`config.mk`:
```
export PLATFORM = sky130hd
export DESIGN_NAME = spi_slave_port
export DESIGN_NICKNAME = d
export VERILOG_FILES = /design/src/rtl/spi_slave_port.sv
export SDC_FILE = /design/constraint.sdc
export NUM_CORES = 1
export LEC_CHECK = 0
export BUFFER_PORTS_ARGS = -buffer_cell sky130_fd_sc_hd__buf_4
export CAP_MARGIN = 25
export CELL_PAD_IN_SITES_DETAIL_PLACEMENT = 1
export CELL_PAD_IN_SITES_GLOBAL_PLACEMENT = 1
export CORE_AREA = 2 2 70 72
export DETAILED_ROUTE_END_ITERATION = 10
export DIE_AREA = 0 0 72 74
export GPL_TIMING_DRIVEN = 0
export PLACE_DENSITY_LB_ADDON = 0.1
export SYNTH_ARGS = -nofsm -noshare
export SYNTH_HDL_FRONTEND = slang
export SYNTH_SLANG_ARGS = --single-unit
```
`constraint.sdc`:
```
create_clock -name clk -period 2.75 [get_ports clk]
set_clock_uncertainty 0.05 [all_clocks]
set_input_delay 0.275 -clock clk [delete_from_list [all_inputs] [get_ports clk]]
set_output_delay 0.275 -clock clk [all_outputs]
set_load 0.01 [all_outputs]
```
`src/rtl/spi_slave_port.sv`:
```
// SPI mode-0 register-access responder: oversamples sclk/mosi/ncs on clk and turns frames into reg strobes.
// Optional macro SPI_SLAVE_BURST_EN: auto-increment reg_addr after every data byte of a frame.
module spi_slave_port #(
    parameter logic [7:0] CMD_WRITE   = 8'h0A,
    parameter logic [7:0] CMD_READ    = 8'h0B,
    parameter int         SYNC_STAGES = 2
) (
    input  logic       clk,
    input  logic       reset,
    input  logic       sclk,
    input  logic       mosi,
    input  logic       ncs,
    output logic       miso,
    output logic       miso_oe,
    output logic [7:0] reg_addr,
    output logic       reg_wr,
    output logic [7:0] reg_wdata,
    output logic       reg_rd,
    input  logic [7:0] reg_rdata,
    output logic       busy
);

`ifdef SPI_SLAVE_BURST_EN
    localparam bit BURST_EN = 1'b1;
`else
    localparam bit BURST_EN = 1'b0;
`endif

    typedef enum logic [2:0] {IDLE, CMD, ADDR_W, ADDR_R, WDATA, RDATA, IGNORE} state_t;

    logic [SYNC_STAGES-1:0] sclk_sync_q, sclk_sync_d;
    logic [SYNC_STAGES-1:0] mosi_sync_q, mosi_sync_d;
    logic [SYNC_STAGES-1:0] ncs_sync_q, ncs_sync_d;
    logic                   sclk_prev_q, sclk_prev_d;
    logic                   ncs_prev_q, ncs_prev_d;
    state_t                 state_q, state_d;
    logic [2:0]             bit_cnt_q, bit_cnt_d;
    logic [7:0]             rx_q, rx_d;
    logic [7:0]             tx_q, tx_d;
    logic [7:0]             addr_q, addr_d;
    logic [7:0]             wdata_q, wdata_d;
    logic                   wr_q, wr_d;
    logic                   rd_q, rd_d;
    logic                   miso_q, miso_d;
    logic                   miso_oe_q, miso_oe_d;
    logic                   busy_q, busy_d;

    logic       sclk_s, mosi_s, ncs_s;
    logic       sclk_rise, sclk_fall, ncs_fall;
    logic [7:0] rx_byte;
    logic       byte_done;

    assign sclk_s    = sclk_sync_q[SYNC_STAGES-1];
    assign mosi_s    = mosi_sync_q[SYNC_STAGES-1];
    assign ncs_s     = ncs_sync_q[SYNC_STAGES-1];
    assign sclk_rise = sclk_s & ~sclk_prev_q;
    assign sclk_fall = ~sclk_s & sclk_prev_q;
    assign ncs_fall  = ~ncs_s & ncs_prev_q;
    assign rx_byte   = {rx_q[6:0], mosi_s};
    assign byte_done = sclk_rise && (bit_cnt_q == 3'd7);

    always_comb begin
        sclk_sync_d = {sclk_sync_q[SYNC_STAGES-2:0], sclk};
        mosi_sync_d = {mosi_sync_q[SYNC_STAGES-2:0], mosi};
        ncs_sync_d  = {ncs_sync_q[SYNC_STAGES-2:0], ncs};
        sclk_prev_d = sclk_s;
        ncs_prev_d  = ncs_s;
        state_d     = state_q;
        bit_cnt_d   = bit_cnt_q;
        rx_d        = rx_q;
        tx_d        = tx_q;
        addr_d      = addr_q;
        wdata_d     = wdata_q;
        wr_d        = 1'b0;
        rd_d        = 1'b0;
        miso_d      = miso_q;
        miso_oe_d   = miso_oe_q;
        busy_d      = busy_q;

        // Only a fresh ncs falling edge starts a frame, so a frame cut by reset stays ignored.
        if (state_q == IDLE) begin
            if (ncs_fall) begin
                state_d   = CMD;
                bit_cnt_d = 3'd0;
                rx_d      = 8'h00;
                busy_d    = 1'b1;
            end
        end else if (ncs_s) begin
            state_d   = IDLE;
            bit_cnt_d = 3'd0;
            rx_d      = 8'h00;
            tx_d      = 8'h00;
            miso_d    = 1'b0;
            miso_oe_d = 1'b0;
            busy_d    = 1'b0;
        end else begin
            if (sclk_rise) begin
                rx_d      = rx_byte;
                bit_cnt_d = bit_cnt_q + 3'd1;
            end
            unique case (state_q)
                CMD: begin
                    if (byte_done) begin
                        state_d = (rx_byte == CMD_WRITE) ? ADDR_W :
                                  (rx_byte == CMD_READ)  ? ADDR_R : IGNORE;
                    end
                end
                ADDR_W: begin
                    if (byte_done) begin
                        addr_d  = rx_byte;
                        state_d = WDATA;
                    end
                end
                ADDR_R: begin
                    if (byte_done) begin
                        addr_d  = rx_byte;
                        rd_d    = 1'b1;
                        state_d = RDATA;
                    end
                end
                WDATA: begin
                    if (byte_done) begin
                        wdata_d = rx_byte;
                        wr_d    = 1'b1;
                    end
                    if (BURST_EN && wr_q) begin
                        addr_d = addr_q + 8'd1;
                    end
                end
                RDATA: begin
                    // The fall closing the previous byte (count 0) must not shift out the freshly loaded MSB.
                    if (rd_q) begin
                        tx_d      = reg_rdata;
                        miso_d    = reg_rdata[7];
                        miso_oe_d = 1'b1;
                        if (BURST_EN) begin
                            addr_d = addr_q + 8'd1;
                        end
                    end else if (sclk_fall && (bit_cnt_q != 3'd0)) begin
                        tx_d   = {tx_q[6:0], 1'b0};
                        miso_d = tx_q[6];
                    end
                    if (byte_done) begin
                        rd_d = 1'b1;
                    end
                end
                default: begin
                end
            endcase
        end
    end

    always_ff @(posedge clk) begin
        if (reset) begin
            sclk_sync_q <= '0;
            mosi_sync_q <= '0;
            ncs_sync_q  <= '0;
            sclk_prev_q <= 1'b0;
            ncs_prev_q  <= 1'b0;
            state_q     <= IDLE;
            bit_cnt_q   <= 3'd0;
            rx_q        <= 8'h00;
            tx_q        <= 8'h00;
            addr_q      <= 8'h00;
            wdata_q     <= 8'h00;
            wr_q        <= 1'b0;
            rd_q        <= 1'b0;
            miso_q      <= 1'b0;
            miso_oe_q   <= 1'b0;
            busy_q      <= 1'b0;
        end else begin
            sclk_sync_q <= sclk_sync_d;
            mosi_sync_q <= mosi_sync_d;
            ncs_sync_q  <= ncs_sync_d;
            sclk_prev_q <= sclk_prev_d;
            ncs_prev_q  <= ncs_prev_d;
            state_q     <= state_d;
            bit_cnt_q   <= bit_cnt_d;
            rx_q        <= rx_d;
            tx_q        <= tx_d;
            addr_q      <= addr_d;
            wdata_q     <= wdata_d;
            wr_q        <= wr_d;
            rd_q        <= rd_d;
            miso_q      <= miso_d;
            miso_oe_q   <= miso_oe_d;
            busy_q      <= busy_d;
        end
    end

    assign miso      = miso_q;
    assign miso_oe   = miso_oe_q;
    assign reg_addr  = addr_q;
    assign reg_wr    = wr_q;
    assign reg_wdata = wdata_q;
    assign reg_rd    = rd_q;
    assign busy      = busy_q;

endmodule
```
==> metrics.csv, run 1 <==
stage,metric,value,unit
clock_tree,root_buffer,clkbuf_8,
yosys,ys_types,42,
sta,tightest_slew,0.679,ns
setup_path,cp.arrival,2.15,ns
yosys,synth_xor_area_frac,0.00865,
yosys,syn_area_per_cell,10.4,um2
drt,wl_per_cell,16.5,um
place,io_buffers,32,
finish,diodes,0,
yosys,synth_top_area_frac,0.484,
yosys,synth_edf_count,0,
clock_tree,path_clk_slew,0.09,ns
hold_path,hold_class,in -> reg,
global_route,grt_overflow_total,0,
yosys,ys.flop_type,dfxtp_1,
sta,period_minus_slack,2.02,ns
clock_tree,numCtsBuffers,5,
yosys,synthCells,195,
yosys,synth_adder_area_share,0.0185,
power,power.density,492,nW/um2
drt,drtIter0Drc,54,
sta,fmax,495,MHz
setup_path,crit_path_end_kind,flop,
yosys,synth_top_family_by_area,compound AO/OA/AOI/OAI gates,
finish,n_fill_cell,527,
drt,first_pass_iters,4,
global_route,track_usage,0.196,
floorplan,num_rows,25,
place,place_inst,281,
setup_path,cp-start-kind,flop,
sta,setup_tns,0,ns
status,status,completed,
job,maxCapViolations,0,
floorplan,fp.coreArea,4600,um2
sta,finalSetupViolCount,0,
clock_tree,htree_levels,2,
yosys,synth_area,2030,um2
floorplan,die_x,72,um
drt,drt-total-wl,4760,um
power,p_leak,0.00105,uW
power,fin_total_pwr,1190,uW
yosys,synth-seq-area-share,0.484,
clock_tree,cts_tree,done,
global_route,grt_pass1_wl,7950,um
finish,final_cells,289,
floorplan,fp.dieH,74,um
yosys,synth_common_cells,"49 x dfxtp_1, 16 x mux2i_1, 15 x nor2_1",
floorplan,start_util,0.441,
yosys,syn_nets,211,
drt,vias_per_cell,5.56,
sta,period_share,0.735,
global_route,grt_max_degree,16,
yosys,synth-async-reset-ratio,0,
floorplan,dieArea,5330,um2
floorplan,ios,34,
yosys,yosys.area_share.simple,0.172,
sta,finalHoldViolCount,0,
yosys,post-synth-top-area-cell,dfxtp_1,
sta,slew_viol_final,0,
clock_tree,ctsHoldBuffers,0,
finish,seq_area,981,um2
yosys,synth_compound_area_frac,0.180,
power,ir_drop,307,uV
setup_path,cp.required,2.88,ns
yosys,synth.area.top_cells,"dfxtp_1 48%, mux2i_1 7.9%, a41o_1 4.0%",
finish,area_growth,19.5,%
finish,multi_input_area,940,um2
global_route,grt_pass1_vias,1635,
setup_path,crit_fanout,10,
clock_tree,cts_resized,0,
clock_tree,cts_setup_buffers,0,
setup_path,critical_path_class,reg -> reg,
drt,postRouteAntennaNets,0,
sta,fin_hold_ws,0.132,ns
finish,nets,250,
place,place_congestion,0.777,
sta,setup_slack,0.729,ns
sta,max_slew_margin,0.545,
yosys,yosysWarnings,0,
yosys,synth_mux_area_frac,0.0846,
drt,drc_errors,0,
clock_tree,clk_latency,0.31,ns
drt,vias,1607,
place,place_ws,0.710,ns
yosys,synth_most_common_cell,dfxtp_1,
sta,rsz0062_at_grt,false,
global_route,antenna_found_initial,0,
clock_tree,cts.sinks,49,
clock_tree,cts_max_path_buffers,2,
finish,drive_gt1_frac,0.247,
place,hpwl,3460,um
yosys,synth_seq_cells,49,
-- where the power goes --
part / internal (uW) / switching [uW]
logic: 21.2 / 28.6
clock network: 179 / 242
registers: 715 / 4.12
-- critical path, cell delays in order (launching register included) --
cell and delay (ns):
dfxtp_1 0.37, ha_1 0.16, ha_1 0.16, nor4bb_1 0.28
buf_2 0.28, nand3_2 0.29, mux2i_1 0.25, nor2_1 0.05
-- final cells by class --
class / count / share of cell area
clock inverter: 2 / 0.00620
sequential: 49 / 0.405
inverter: 6 / 0.00930
buffer: 13 / 0.0341
clock buffer: 6 / 0.0300
tap: 54 / 0.0279
timing repair buffer: 32 / 0.0992
multi-input combinational: 127 / 0.388
-- layout by cell type, fill, tap and decap left out, types with 2 or more instances in the layout --
cell type | Yosys | routed
clkinvlp_4 | 0 | 2
nand4b_1 | 2 | 2
clkbuf_1 | 3 | 4
clkbuf_8 | 0 | 5
nor2b_1 | 10 | 10
mux2i_1 | 16 | 16
nor2_1 | 15 | 15
a22o_1 | 9 | 9
buf_6 | 3 | 3
and3_1 | 2 | 2
xor2_1 | 2 | 2
nand2_1 | 9 | 9
ha_1 | 3 | 3
a41o_1 | 8 | 8
inv_1 | 6 | 6
a21oi_1 | 12 | 12
a211oi_1 | 8 | 8
nand3_1 | 8 | 8
buf_2 | 6 | 6
dfxtp_1 | 49 | 49
buf_4 | 1 | 33
-- path summary, 6_finish.rpt --
kind	from	slack, ns	depth (start not counted)	end
max	bit_cnt_q[1]	0.73	7	reg_wdata[3]
min reg2reg	sclk_sync_q[0]	0.40	1	sclk_sync_q[1]
min	mosi	0.13	2	mosi_sync_q[0]
max reg2reg	bit_cnt_q[1]	0.73	7	reg_wdata[3]
-- sequential cells by signal, summed over array words and instances (netlist names) --
register / flops
sclk_prev_q: 1
rx_q: 7
ncs_sync_q: 2
sclk_sync_q: 2
busy: 1
miso: 1
reg_addr: 8
tx_q: 7
reg_wr: 1
state_q: 3
mosi_sync_q: 2
miso_oe: 1
reg_wdata: 8
reg_rd: 1
ncs_prev_q: 1
bit_cnt_q: 3
-- routing by layer --
metal | up-vias | GRT usage | share of wire
met4 | 0 | 0.0839 | 0.021
li1 | 787 | - | -
met1 | 779 | 0.232 | 0.44
met3 | 9 | 0.0407 | 0.035
met2 | 32 | 0.348 | 0.51
met5 | - | 0 | 0
-- cell families after synthesis --
family	Yosys count
xor gates and xnor gates	2
DFF	49
AOI/OAI and AO/OA	45
buffers and inverters	19
adders and majority gates	3
and+or+nand+nor	60
muxes	17
-- metrics by stage --
step | cell area, um2 | util
after floorplan | 2030 | -
after global placement | 2330 | 0.507
after detailed placement | 2330 | 0.507
after CTS | 2420 | 0.527
after global routing | 2420 | 0.527
final | 2420 | 0.527
Note: power is estimated with default switching activity, not from simulation.
==> run 2: changes to the inputs <==
--- a/config.mk
+++ b/config.mk
@@ -9,9 +9,9 @@
 export CAP_MARGIN = 25
 export CELL_PAD_IN_SITES_DETAIL_PLACEMENT = 1
 export CELL_PAD_IN_SITES_GLOBAL_PLACEMENT = 1
-export CORE_AREA = 2 2 70 72
+export CORE_AREA = 2 2 77 79
 export DETAILED_ROUTE_END_ITERATION = 10
-export DIE_AREA = 0 0 72 74
+export DIE_AREA = 0 0 79 81
 export GPL_TIMING_DRIVEN = 0
 export PLACE_DENSITY_LB_ADDON = 0.1
 export SYNTH_ARGS = -nofsm -noshare
==> constraint.sdc (replaced) <==
create_clock -name clk -period 1.7 [get_ports clk]
set_clock_uncertainty 0.05 [all_clocks]
set_input_delay 0.17 -clock clk [delete_from_list [all_inputs] [get_ports clk]]
set_output_delay 0.17 -clock clk [all_outputs]
set_load 0.01 [all_outputs]
==> run 2 against run 1 <==
Non-clock buffer count up 3. Worst hold slack worse by 0.10 ns. Worst setup slack worse by 0.68 ns. Sequential share of layout area down 2.4 points. Global-route usage down 4.3 points. Largest cell class is now multi-input combinational cells.
==> metrics.csv, run 2 (synthesized netlist as in run 1, its figures left out) <==
stage,metric,value,unit,change
setup_path,crit_family,compound AO/OA/AOI/OAI gates,,
drt,postRouteAntennaNets,0,,unchanged
setup_path,crit_fanout,10,,unchanged
global_route,grt_max_degree,15,,-1
global_route,grt_pass1_vias,1600,,-2.1%
finish,postLayoutCoreUtil,0.455,,-0.0719
place,place_congestion,0.720,,-7.3%
setup_path,worstRegToRegCells,7,,unchanged
global_route,busiest_layer,met2,,
drt,drc_errors,0,,unchanged
global_route,antenna_found_initial,0,,unchanged
power,p_leak,0.00112,uW,+6.0%
hold_path,hold-path-cell-count,2,,unchanged
sta,period_share,0.969,,+0.234
clock_tree,numCtsBuffers,5,,unchanged
sta,slew_viol_final,0,,unchanged
setup_path,cp.required,1.89,ns,-0.99 ns
setup_path,crit_chain,buf_4 > inv_1 > ha_1 > a211o_4 > buf_6 > a211oi_2 > a41o_1,,
clock_tree,root_buffer,clkbuf_8,,
global_route,grt_overflow_total,0,,unchanged
floorplan,fp.dieH,81,um,+9.5%
sta,finalSetupViolCount,0,,unchanged
clock_tree,cts.sinks,49,,unchanged
sta,tightest_slew,0.525,ns,-0.154 ns
setup_path,r2r-start,bit_cnt_q[1],,
floorplan,num_rows,28,,+12%
floorplan,start_util,0.357,,-0.0836
finish,most-common-layout-cells,"47 x dfxtp_1, 37 x buf_4, 16 x mux2i_1",,
global_route,grt_pass1_wl,7760,um,-2.3%
setup_path,cp-start-kind,flop,,
drt,drtIter0Drc,46,,-15%
finish,final_common_cell,dfxtp_1,,
hold_path,min_from,mosi,,
sta,period_minus_slack,1.65,ns,-0.373 ns
sta,finalHoldViolCount,0,,unchanged
hold_path,hold_class,in -> reg,,
clock_tree,clk_latency,0.30,ns,about the same
clock_tree,cts_tree,done,,
floorplan,die_x,79,um,+9.7%
place,io_buffers,32,,unchanged
drt,vias,1578,,-1.8%
setup_path,slowest_stage,a211o_4,,
clock_tree,htree_levels,2,,unchanged
clock_tree,ctsHoldBuffers,0,,unchanged
floorplan,ios,34,,unchanged
global_route,grtUsageMet1,0.192,,-0.0392
sta,rsz0062_at_grt,true,,
power,power.density,772,nW/um2,+57%
sta,max_slew_margin,0.650,,+0.105
global_route,use_met2,0.268,,-0.0799
global_route,track_usage,0.153,,-0.0431
global_route,grt_use_met3,0.0311,,-0.00954
finish,stdcell_area,2580,um2,+6.6%
setup_path,critical_path_class,reg -> reg,,
setup_path,r2r_end,tx_q[5],,
place,dpl_cell_area,2360,um2,+1.1%
clock_tree,cts_max_path_buffers,2,,unchanged
power,ir_drop,406,uV,+32%
finish,diodes,0,,unchanged
floorplan,dieArea,6400,um2,+20%
drt,wl_per_cell,15.0,um,-9.1%
sta,fmax,607,MHz,+23%
job,maxCapViolations,0,,unchanged
status,status,completed,,
finish,drive_gt1_frac,0.290,,+0.0431
floorplan,fp.coreArea,5680,um2,+23%
drt,drt-total-wl,4690,um,-1.5%
clock_tree,path_clk_slew,0.09,ns,about the same
drt,first_pass_iters,4,,unchanged
setup_path,crit_path_end_kind,flop,,
sta,fin_hold_ws,0.0269,ns,-0.105 ns
setup_path,ff2ff_setup_slack,0.05,ns,-0.68 ns
setup_path,max_stage_delay,0.39,ns,+0.02 ns
setup_path,cp.arrival,1.84,ns,-0.31 ns
finish,area_growth,27.4,%,
hold_path,hold_end,mosi_sync_q[0],,
finish,nets,253,,+1.2%
place,hpwl,3280,um,-5.1%
setup_path,critPathBufInv,3,,+2
drt,vias_per_cell,5.04,,-9.3%
## run 2: cell count changes in the layout (fill, tap and decap cells not counted), moves of 2 or more
cell and delta:
buf_4 +4, clkinvlp_4 -2, clkbuf_8 +2, ha_4 +2, buf_2 -2, dfxtp_2 +2, dfxtp_1 -2, ha_1 -2
## run 2: per-stage QoR
stage	TNS, ns	std cells	worst slack (ns)	power [uW]
after global placement	-2.49	302	-0.227	1270
final	0	313	0.0526	1990
after detailed placement	-2.38	302	-0.232	1270
after global routing	-0.0665	313	-0.0261	2070
after CTS	-0.0106	312	-0.0106	2020
after floorplan	0	195	0.0260	1230
## run 2: power breakdown
| part | internal (uW) | total (uW) | switching, uW | leakage [uW] |
|---|---|---|---|---|
| sequential | 1160 | 1160 | 7.74 | 0.000397 |
| clock | 368 | 744 | 376 | 0.0000542 |
| combinational | 35.6 | 83.2 | 47.7 | 0.000667 |
| total | 1560 | 1990 | 431 | 0.00112 |
## run 2: how the worst max path moves through the flow
stage          slack, ns      endpoint  cells past startpoint           from
2_1_floorplan       0.03  reg_wdata[0]                      7   bit_cnt_q[1]
3_3_place_gp       -0.23  reg_wdata[2]                      7   bit_cnt_q[1]
3_5_place_dp       -0.23  reg_wdata[2]                      7   bit_cnt_q[1]
4_1_cts            -0.01  bit_cnt_q[0]                      4  ncs_sync_q[1]
5_1_grt            -0.03  reg_wdata[5]                      7   bit_cnt_q[0]
6_report            0.05       tx_q[5]                      7   bit_cnt_q[1]
## run 2: layout make-up
cell class	instances	area, um2
clock inverter	1	5.00
multi-input combinational	127	1020
tap	75	93.8
fill	636	3100
timing repair buffer	35	275
inverter	6	22.5
sequential	49	983
buffer	13	87.6
clock buffer	7	96.3
## run 2: routing by layer
metal	vias to the layer above	wire (um)
met2	22	2300
met3	4	126
met4	0	31
met5	-	0
met1	767	2230
li1	785	-
## run 2: timing repair
| item | CTS | global route |
|---|---|---|
| setup endpoints to repair | 16 | 22 |
| gates resized for setup | 8 | 10 |
| pin swaps | 1 | 1 |
| setup buffers | 2 | 1 |
==> run 3: changes to the inputs <==
--- a/config.mk
+++ b/config.mk
@@ -6,14 +6,14 @@
 export NUM_CORES = 1
 export LEC_CHECK = 0
 export BUFFER_PORTS_ARGS = -buffer_cell sky130_fd_sc_hd__buf_4
-export CAP_MARGIN = 25
 export CELL_PAD_IN_SITES_DETAIL_PLACEMENT = 1
 export CELL_PAD_IN_SITES_GLOBAL_PLACEMENT = 1
-export CORE_AREA = 2 2 77 79
+export CORE_AREA = 2 2 65 92
 export DETAILED_ROUTE_END_ITERATION = 10
-export DIE_AREA = 0 0 79 81
+export DIE_AREA = 0 0 67 94
 export GPL_TIMING_DRIVEN = 0
 export PLACE_DENSITY_LB_ADDON = 0.1
+export SETUP_SLACK_MARGIN = 0.02
 export SYNTH_ARGS = -nofsm -noshare
 export SYNTH_HDL_FRONTEND = slang
 export SYNTH_SLANG_ARGS = --single-unit
==> run 3 against run 2 <==
Utilization grew 3.3 points. Critical endpoint is now state_q[0]. Fmax rose by 0.12%. Worst setup slack better by 0.0020 ns.
==> metrics.csv, run 3 (synthesized netlist as in run 1, its figures left out) <==
stage,metric,value,unit,change
sta,fmax,608,MHz,+0.12%
finish,most-common-layout-cells,"46 x dfxtp_1, 42 x buf_4, 16 x mux2i_1",,
setup_path,crit_path_end_kind,flop,,
global_route,grt_pass1_wl,8390,um,+8.1%
setup_path,crit_fanout,10,,unchanged
sta,slew_viol_final,0,,unchanged
finish,final_common_cell,dfxtp_1,,
drt,drtIter0Drc,52,,+13%
finish,area_growth,30.9,%,
status,status,completed,,
drt,wl_per_cell,17.5,um,+17%
sta,finalSetupViolCount,0,,unchanged
global_route,grt_pass1_vias,1771,,+11%
place,place_congestion,0.723,,+0.37%
setup_path,cp-start-kind,flop,,
hold_path,hold_class,in -> reg,,
clock_tree,root_buffer,clkbuf_8,,
power,ir_drop,410,uV,+0.93%
clock_tree,clk_latency,0.30,ns,about the same
floorplan,fp.coreArea,5450,um2,-4.1%
setup_path,cp.required,1.87,ns,-0.02 ns
sta,period_minus_slack,1.65,ns,-0.00198 ns
clock_tree,cts.sinks,49,,unchanged
clock_tree,htree_levels,2,,unchanged
sta,period_share,0.968,,-0.00117
job,maxCapViolations,0,,unchanged
sta,finalHoldViolCount,0,,unchanged
global_route,grt_overflow_total,0,,unchanged
finish,diodes,0,,unchanged
sta,tightest_slew,0.532,ns,+0.00673 ns
drt,drt-total-wl,5510,um,+17%
floorplan,num_rows,32,,+14%
clock_tree,numCtsBuffers,5,,unchanged
power,p_leak,0.00115,uW,+2.7%
clock_tree,path_clk_slew,0.09,ns,about the same
place,place_ws,-0.283,ns,-0.0507 ns
global_route,antenna_found_initial,0,,unchanged
setup_path,slowest_stage,dfxtp_1,,
sta,max_slew_margin,0.645,,-0.00448
finish,nets,261,,+3.2%
setup_path,max_stage_delay,0.37,ns,-0.02 ns
sta,setup_slack,0.0546,ns,+0.00198 ns
setup_path,critical_path_class,reg -> reg,,
setup_path,critPathBufInv,1,,-2
drt,vias,1693,,+7.3%
drt,postRouteAntennaNets,0,,unchanged
drt,vias_per_cell,5.39,,+6.9%
setup_path,crit_family,simple AND/OR/NAND/NOR gates,,
floorplan,start_util,0.372,,+0.0151
drt,drc_errors,0,,unchanged
floorplan,ios,34,,unchanged
global_route,track_usage,0.177,,+0.0245
floorplan,fp.dieH,94,um,+16%
place,hpwl,3680,um,+12%
clock_tree,ctsHoldBuffers,0,,unchanged
global_route,grt_max_degree,16,,+1
floorplan,die_x,67,um,-15%
sta,fin_hold_ws,0.0212,ns,-0.00565 ns
setup_path,crit_chain,clkbuf_4 > and4bb_2 > nor2b_1 > a211oi_1 > a311oi_1,,
power,power.density,732,nW/um2,-5.2%
finish,drive_gt1_frac,0.325,,+0.0353
clock_tree,cts_tree,done,,
floorplan,dieArea,6300,um2,-1.6%
clock_tree,cts_max_path_buffers,2,,unchanged
drt,first_pass_iters,4,,unchanged
sta,rsz0062_at_grt,true,,
place,io_buffers,32,,unchanged
setup_path,cp.arrival,1.82,ns,-0.02 ns
[run 3: where the power goes]
| part | internal [uW] | switching [uW] | total, uW |
|---|---|---|---|
| logic | 39.6 | 50.3 | 89.9 |
| clock network | 290 | 398 | 688 |
| registers | 1160 | 8.25 | 1160 |
| total | 1490 | 456 | 1940 |
[run 3: final timing paths]
path | start | end | slack [ns] | cells after the start
max reg2reg | state_q[2] | state_q[0] | 0.05 | 5
min | ncs | ncs_sync_q[0] | 0.02 | 2
max | state_q[2] | state_q[0] | 0.05 | 5
min reg2reg | ncs_sync_q[0] | ncs_sync_q[1] | 0.39 | 1
[run 3: layer usage]
metal | track usage | vias up | share of wire
met1 | 0.181 | 836 | 0.37
li1 | - | 812 | -
met2 | 0.337 | 33 | 0.57
met5 | 0 | - | 0
met4 | 0.0714 | 0 | 0.030
met3 | 0.0372 | 12 | 0.031
[run 3: through the flow]
stage                     total power (uW)  TNS, ns  cell area (um2)   util  cells
after floorplan                       1230        0             2030      -    195
after global placement                1270    -1.51             2350  0.432    295
after detailed placement              1270    -2.91             2350  0.432    295
after CTS                             1950        0             2490  0.457    306
after global routing                  2020   -0.204             2650  0.487    314
final                                 1940        0             2650  0.487    314
[run 3: cell type report]
class	instances	area [um2]
buffer	13	91.3
timing repair buffer	42	345
clock buffer	6	72.6
inverter	6	22.5
fill	646	2790
sequential	49	987
clock inverter	2	15.0
multi-input combinational	128	1030
tap	68	85.1
[run 3: repair_timing]
action                     4_1_cts  5_1_grt
gates resized for setup          8       15
pin swaps                        1        5
setup endpoints to repair       17       33
buffers inserted                 3        6
gates cloned                     0        2
